## src/rtl/test_pattern_scheduler_pkg.sv

```systemverilog
// Shared constants for the test-pattern path: the one-hot pattern encodings,
// their cycling order, and the width of the auto-mode dwell counter.
package test_pattern_scheduler_pkg;

    localparam int PATTERN_W = 4;
    localparam int DWELL_W   = 8;

    // One-hot select values understood by the image and test-screen generators.
    typedef enum logic [PATTERN_W-1:0] {
        RECTANGLE  = 4'b0001,
        V_BARS     = 4'b0010,
        H_BARS     = 4'b0100,
        GRAY_SCALE = 4'b1000
    } pattern_e;

    // Successor in the display order; anything that is not a legal one-hot
    // code recovers to RECTANGLE so a corrupted select self-heals in one step.
    function automatic logic [PATTERN_W-1:0] next_pattern(input logic [PATTERN_W-1:0] cur);
        logic [PATTERN_W-1:0] nxt;
        case (cur)
            RECTANGLE:  nxt = V_BARS;
            V_BARS:     nxt = H_BARS;
            H_BARS:     nxt = GRAY_SCALE;
            GRAY_SCALE: nxt = RECTANGLE;
            default:    nxt = RECTANGLE;
        endcase
        return nxt;
    endfunction

endpackage

```

## src/rtl/test_pattern_scheduler_debouncer.sv

```systemverilog
// Push-button conditioner: two-flop synchronizer followed by a counting
// debouncer. Level is the accepted (debounced) button level, idle high.
// Press is a single-cycle pulse on each accepted 1->0 transition.
module button_debouncer #(
    parameter int DEBOUNCE_CYCLES = 65536
) (
    input  logic Clock,
    input  logic Reset,
    input  logic In,
    output logic Level,
    output logic Press
);
    import test_pattern_scheduler_pkg::*;

    localparam int CW = $clog2(DEBOUNCE_CYCLES);
    localparam logic [CW-1:0] LAST_COUNT = CW'(DEBOUNCE_CYCLES - 1);

    logic sync1_reg;
    logic sync2_reg;
    logic level_reg;
    logic level_next;
    logic press_reg;
    logic press_next;
    logic [CW-1:0] count_reg;
    logic [CW-1:0] count_next;

    // Bring the raw button into the Clock domain; idle level is released (1).
    always_ff @(posedge Clock or negedge Reset) begin
        if (!Reset) begin
            sync1_reg <= 1'b1;
            sync2_reg <= 1'b1;
        end else begin
            sync1_reg <= In;
            sync2_reg <= sync1_reg;
        end
    end

    // Count consecutive cycles the synchronized input disagrees with the
    // accepted level; any agreeing cycle restarts the count.
    always_comb begin
        level_next = level_reg;
        count_next = '0;
        press_next = 1'b0;
        if (sync2_reg != level_reg) begin
            if (count_reg == LAST_COUNT) begin
                level_next = sync2_reg;
                press_next = level_reg;
            end else begin
                count_next = count_reg + 1'b1;
            end
        end
    end

    // Debounce state registers.
    always_ff @(posedge Clock or negedge Reset) begin
        if (!Reset) begin
            level_reg <= 1'b1;
            count_reg <= '0;
            press_reg <= 1'b0;
        end else begin
            level_reg <= level_next;
            count_reg <= count_next;
            press_reg <= press_next;
        end
    end

    assign Level = level_reg;
    assign Press = press_reg;

endmodule

```

## config.mk

```make
export PLATFORM = sky130hd
export DESIGN_NAME = button_debouncer
export DESIGN_NICKNAME = d
export VERILOG_FILES = /design/src/rtl/test_pattern_scheduler_pkg.sv /design/src/rtl/test_pattern_scheduler_debouncer.sv
export SDC_FILE = /design/constraint.sdc
export NUM_CORES = 1
export LEC_CHECK = 0
export CELL_PAD_IN_SITES_DETAIL_PLACEMENT = 0
export CELL_PAD_IN_SITES_GLOBAL_PLACEMENT = 1
export CORE_MARGIN = 2
export CORE_UTILIZATION = 25
export DETAILED_ROUTE_END_ITERATION = 8
export PLACE_DENSITY_LB_ADDON = 0.1
export SLEW_MARGIN = 0
export SYNTH_ARGS = -nofsm -noshare
export SYNTH_HDL_FRONTEND = slang
export SYNTH_SLANG_ARGS = --single-unit
export TNS_END_PERCENT = 30
```

## constraint.sdc

```tcl
create_clock -name Clock -period 2.24 [get_ports Clock]
set_input_delay 0.672 -clock Clock [delete_from_list [all_inputs] [get_ports Clock]]
set_output_delay 0.672 -clock Clock [all_outputs]
set_load 0.005 [all_outputs]
```

Word level (Yosys, flattened, before mapping)
Index checks and enable logic that the tools add are counted.
{"block": "totals", "ff_bits": 20, "inputBits": 3, "out_inout_bits": 2, "elab_cells": 13}
{"block": "classes", "n_reduce_logical": 1, "eq_ne": 2, "muxes": 4, "add_sub_neg": 1}
{"operator": "2-to-1 mux 16 bit", "count": 2}
{"operator": "adder 16 x 1 -> 16 bit, second input constant", "count": 1}
{"operator": "== test 16 bit, second input constant", "count": 1}
{"operator": "2-to-1 mux 1 bit", "count": 2}
{"operator": "AND reduction 2 bit", "count": 1}
{"operator": "!= test 1 bit", "count": 1}

Logic depth before layout (Yosys ltp)
{"block": "depth", "ltp_word": 3, "mapped_depth": 6, "mapped_depth_nobuf": 5}

Least setup slack after synthesis
OpenSTA, ideal clock, no wires.
{"block": "synth_timing", "path_kind": "register to register", "start": "reg count_reg[0]", "end": "reg count_reg[3]", "n_path_buf": 1, "t_arrival_ns": 1.415, "path_slack_ns": 0.706, "t_required_ns": 2.122, "setup_ns": 0.118, "path_stages_with_launch": 7, "synth_period_minus_slack_ns": 1.534, "cell_sequence": "dfrtp_1 > ha_1 > nand4_1 > or4_4 > nand2b_2 > buf_6 > nor2_1"}
{"block": "synth_via", "elab_chain_cells": 3, "elab_cells_between_ends": 4, "cone_classes": "add/sub: 1; eq/ne: 1; mux: 2"}
{"element": "start: declaration", "line_no": "test_pattern_scheduler_debouncer.sv:24", "source": "logic [CW-1:0] count_reg;"}
{"element": "start signal: assignment", "line_no": "test_pattern_scheduler_debouncer.sv:62", "source": "count_reg <= count_next;"}
{"element": "adder 16 x 1 -> 16 bit / == test 16 bit (equally long branches)", "line_no": "test_pattern_scheduler_debouncer.sv:49, test_pattern_scheduler_debouncer.sv:45"}
{"element": "2-to-1 mux 16 bit *", "line_no": "test_pattern_scheduler_debouncer.sv:45", "source": "if (count_reg == LAST_COUNT) begin"}
{"element": "2-to-1 mux 16 bit *", "line_no": "test_pattern_scheduler_debouncer.sv:44", "source": "if (sync2_reg != level_reg) begin"}
{"element": "via count_next[3]", "line_no": "test_pattern_scheduler_debouncer.sv:25", "source": "logic [CW-1:0] count_next;"}
The timed path passes the listed nets; every way through them passes the cells marked *.
A chain may end at the register's enable or synchronous reset.

Final worst setup path
{"block": "layout_timing", "start": "reg level_reg (netlist: Level)", "end": "out Level"}
{"element": "start: declaration", "line_no": "test_pattern_scheduler_debouncer.sv:20", "source": "logic level_reg;"}
{"element": "start signal: assignment", "line_no": "test_pattern_scheduler_debouncer.sv:61", "source": "level_reg <= level_next;"}
{"element": "end: declaration", "line_no": "test_pattern_scheduler_debouncer.sv:10", "source": "output logic Level,"}
No word-level cell between the ends.

==> out/metrics.cfg <==
[setup_path]
crit_buf_inv=1
critPathMaxFanout=4
worstPathCellList=clkdlybuf4s50_1
cpMaxStageDelayCell=dfstp_2
rr_startpoint=count_reg[3]
cp_num_cells=1
path_delay_family=flip-flops
required_ps=1570
crit_start=Level
crit_path_end_kind=primary output
worstReg2RegEnd=count_reg[7]
crit_arrival_ps=1300
slowest_delay_ps=560
crit_type=flip-flop to primary output
rrSetupSlack_ps=560
r2r_cells=4
endpoint=Level
start_kind=flip-flop

[floorplanning]
die-area_um2=4170
rows=22
coreArea_um2=3610
die_h_um=64.6
io-pin-count=5
die_w_um=64.6
start_util_pct=25.4

[sta]
setup_violations=0
fin_tns_setup_ps=0
period_minus_slack_ps=1980
fin_crit_sh_pct=88.2
rsz0062_at_grt=false
slew_violations=0
fmax_mhz=506
relSlewSlack_pct=77.7
hold_viol=0
fin_skew_ps=5.93
tightest_slew_ps=335

[finish]
layout-drive-gt1-share_pct=12.8
postLayoutCellArea_um2=1070
final_common_cell=dfrtp_1
syn_to_final_growth_pct=16.2
final_util_pct=29.6
fin_cells=142
nets=99
final_cell_mix=dfrtp_1 (17), nor2_1 (14), xor2_1 (8)
largest_register_ff_count=16
n_fill_cell=382
diodes=0

[drt]
wl_um=1870
drc=0
wl_per_cell_um=13.2
vias_per_cell=4.49
final_antenna_net_count=0
num_vias=637
drt_iter0_drc=22
dr.pass1.iters=4

[synth]
synth.area.top_cells=dfrtp_1 (46%), dfstp_2 (8.6%), xor2_1 (7.6%)
synth.avg_cell_area_um2=10.8
synth_area_um2=917
syn_nets=89
yosys_warnings=0
synthCells=85
synth_top_area_share_pct=46.4
synthDistinctLibCells=23
synth-seq-area-share_pct=55.0
netlist.top_cell.by_area=dfrtp_1
ys_seq_elements=20

[clocking]
clock_path_buffers=2
cts_resized=0
cts_sinks=20
path_clk_slew_ps=70
cts_tree=yes
cts_hold_buf=0
clk_latency_ps=260
root_buffer=clkbuf_8
post_cts.repair.setup_buffers=0
h-tree-depth=1
cts_buffers=3

[grt]
antenna_found_initial=0
grt_max_degree=21
overflow=0
grt_use_total_pct=10.4
grt_pass1_vias=650
grt_pass1_wl_um=3230

[place]
placed_area_um2=1020
port_buffers=4
placed_cells=138
place.gp.congestion=0.660
dp_hpwl_um=1230

[worst_hold_path]
min_path_type=flip-flop to flip-flop

[pwr]
ir_drop_mv=0.272
power_mw=0.649
powerDensity_nw_per_um2=609
leakage_nw=0.436

[run]
maxCapViolCount=0

[status]
status=finished clean

-- area by class of cell --
| cell class | instances | area (µm²) | share of cell area [%] |
|---|---|---|---|
| Sequential cell | 20 | 504 | 47.3 |
| Tap cell | 48 | 60.1 | 5.63 |
| Multi-Input combinational cell | 62 | 394 | 37.0 |
| Clock buffer | 4 | 45.0 | 4.23 |
| Timing Repair Buffer | 6 | 55.1 | 5.16 |
| Inverter | 2 | 7.51 | 0.704 |
-- worst min path at each step --
| stage | from | endpoint | cells after the start | slack (ps) |
|---|---|---|---|---|
| 4_1_cts | sync1_reg | sync2_reg | 0 | 360 |
| 3_3_place_gp | sync1_reg | sync2_reg | 0 | 350 |
| 2_1_floorplan | sync1_reg | sync2_reg | 0 | 350 |
| 5_1_grt | sync1_reg | sync2_reg | 0 | 370 |
| 6_report | sync1_reg | sync2_reg | 0 | 360 |
| 3_5_place_dp | sync1_reg | sync2_reg | 0 | 350 |
-- cells in the mapped netlist, drive strengths merged --
| cell type | count |
|---|---|
| buf | 1 |
| or3 | 4 |
| dfstp | 3 |
| nor3b | 1 |
| and2 | 1 |
| inv | 2 |
| nand3 | 7 |
| a21oi | 3 |
| and4 | 2 |
| o21ai | 3 |
| nor4 | 1 |
| xor2 | 8 |
| xnor2 | 4 |
| nand2 | 3 |
| or4 | 1 |
| nand4 | 6 |
| nand2b | 1 |
| ha | 1 |
| dfrtp | 17 |
| and3 | 1 |
| nor2 | 14 |
| mux2 | 1 |
-- metrics by stage --
| step | setup slack (ps) | hold slack, ps |
|---|---|---|
| after detailed placement | 537 | 349 |
| final | 264 | 357 |
| after global routing | 207 | 367 |
| after global placement | 542 | 346 |
| after floorplan | 706 | 345 |
| after CTS | 249 | 359 |
-- logic make-up after synthesis --
family                   synth area share [%]
AO/OA/AOI/OAI                            3.27
flip-flops                               55.0
adder cells (fa/ha/maj)                  1.36
XOR/XNOR                                 11.5
AND/OR/NAND/NOR                          25.2
buffers and inverters                    2.05
multiplexers                             1.64
-- routing by layer --
metal | GRT usage, % | vias to the layer above | part of all wire (%)
met4 | 4.79 | 0 | 1.2
met5 | 0 | - | 0
met3 | 3.13 | 2 | 3.6
met1 | 12.7 | 313 | 48
met2 | 16.9 | 10 | 47
li1 | - | 312 | -
-- report_power, final --
group          switching (mW)  internal (mW)
clock network           0.117          0.127
registers             0.00505          0.369
logic                  0.0201         0.0112
total                   0.143          0.506
Note: power is estimated with default switching activity, not from simulation.
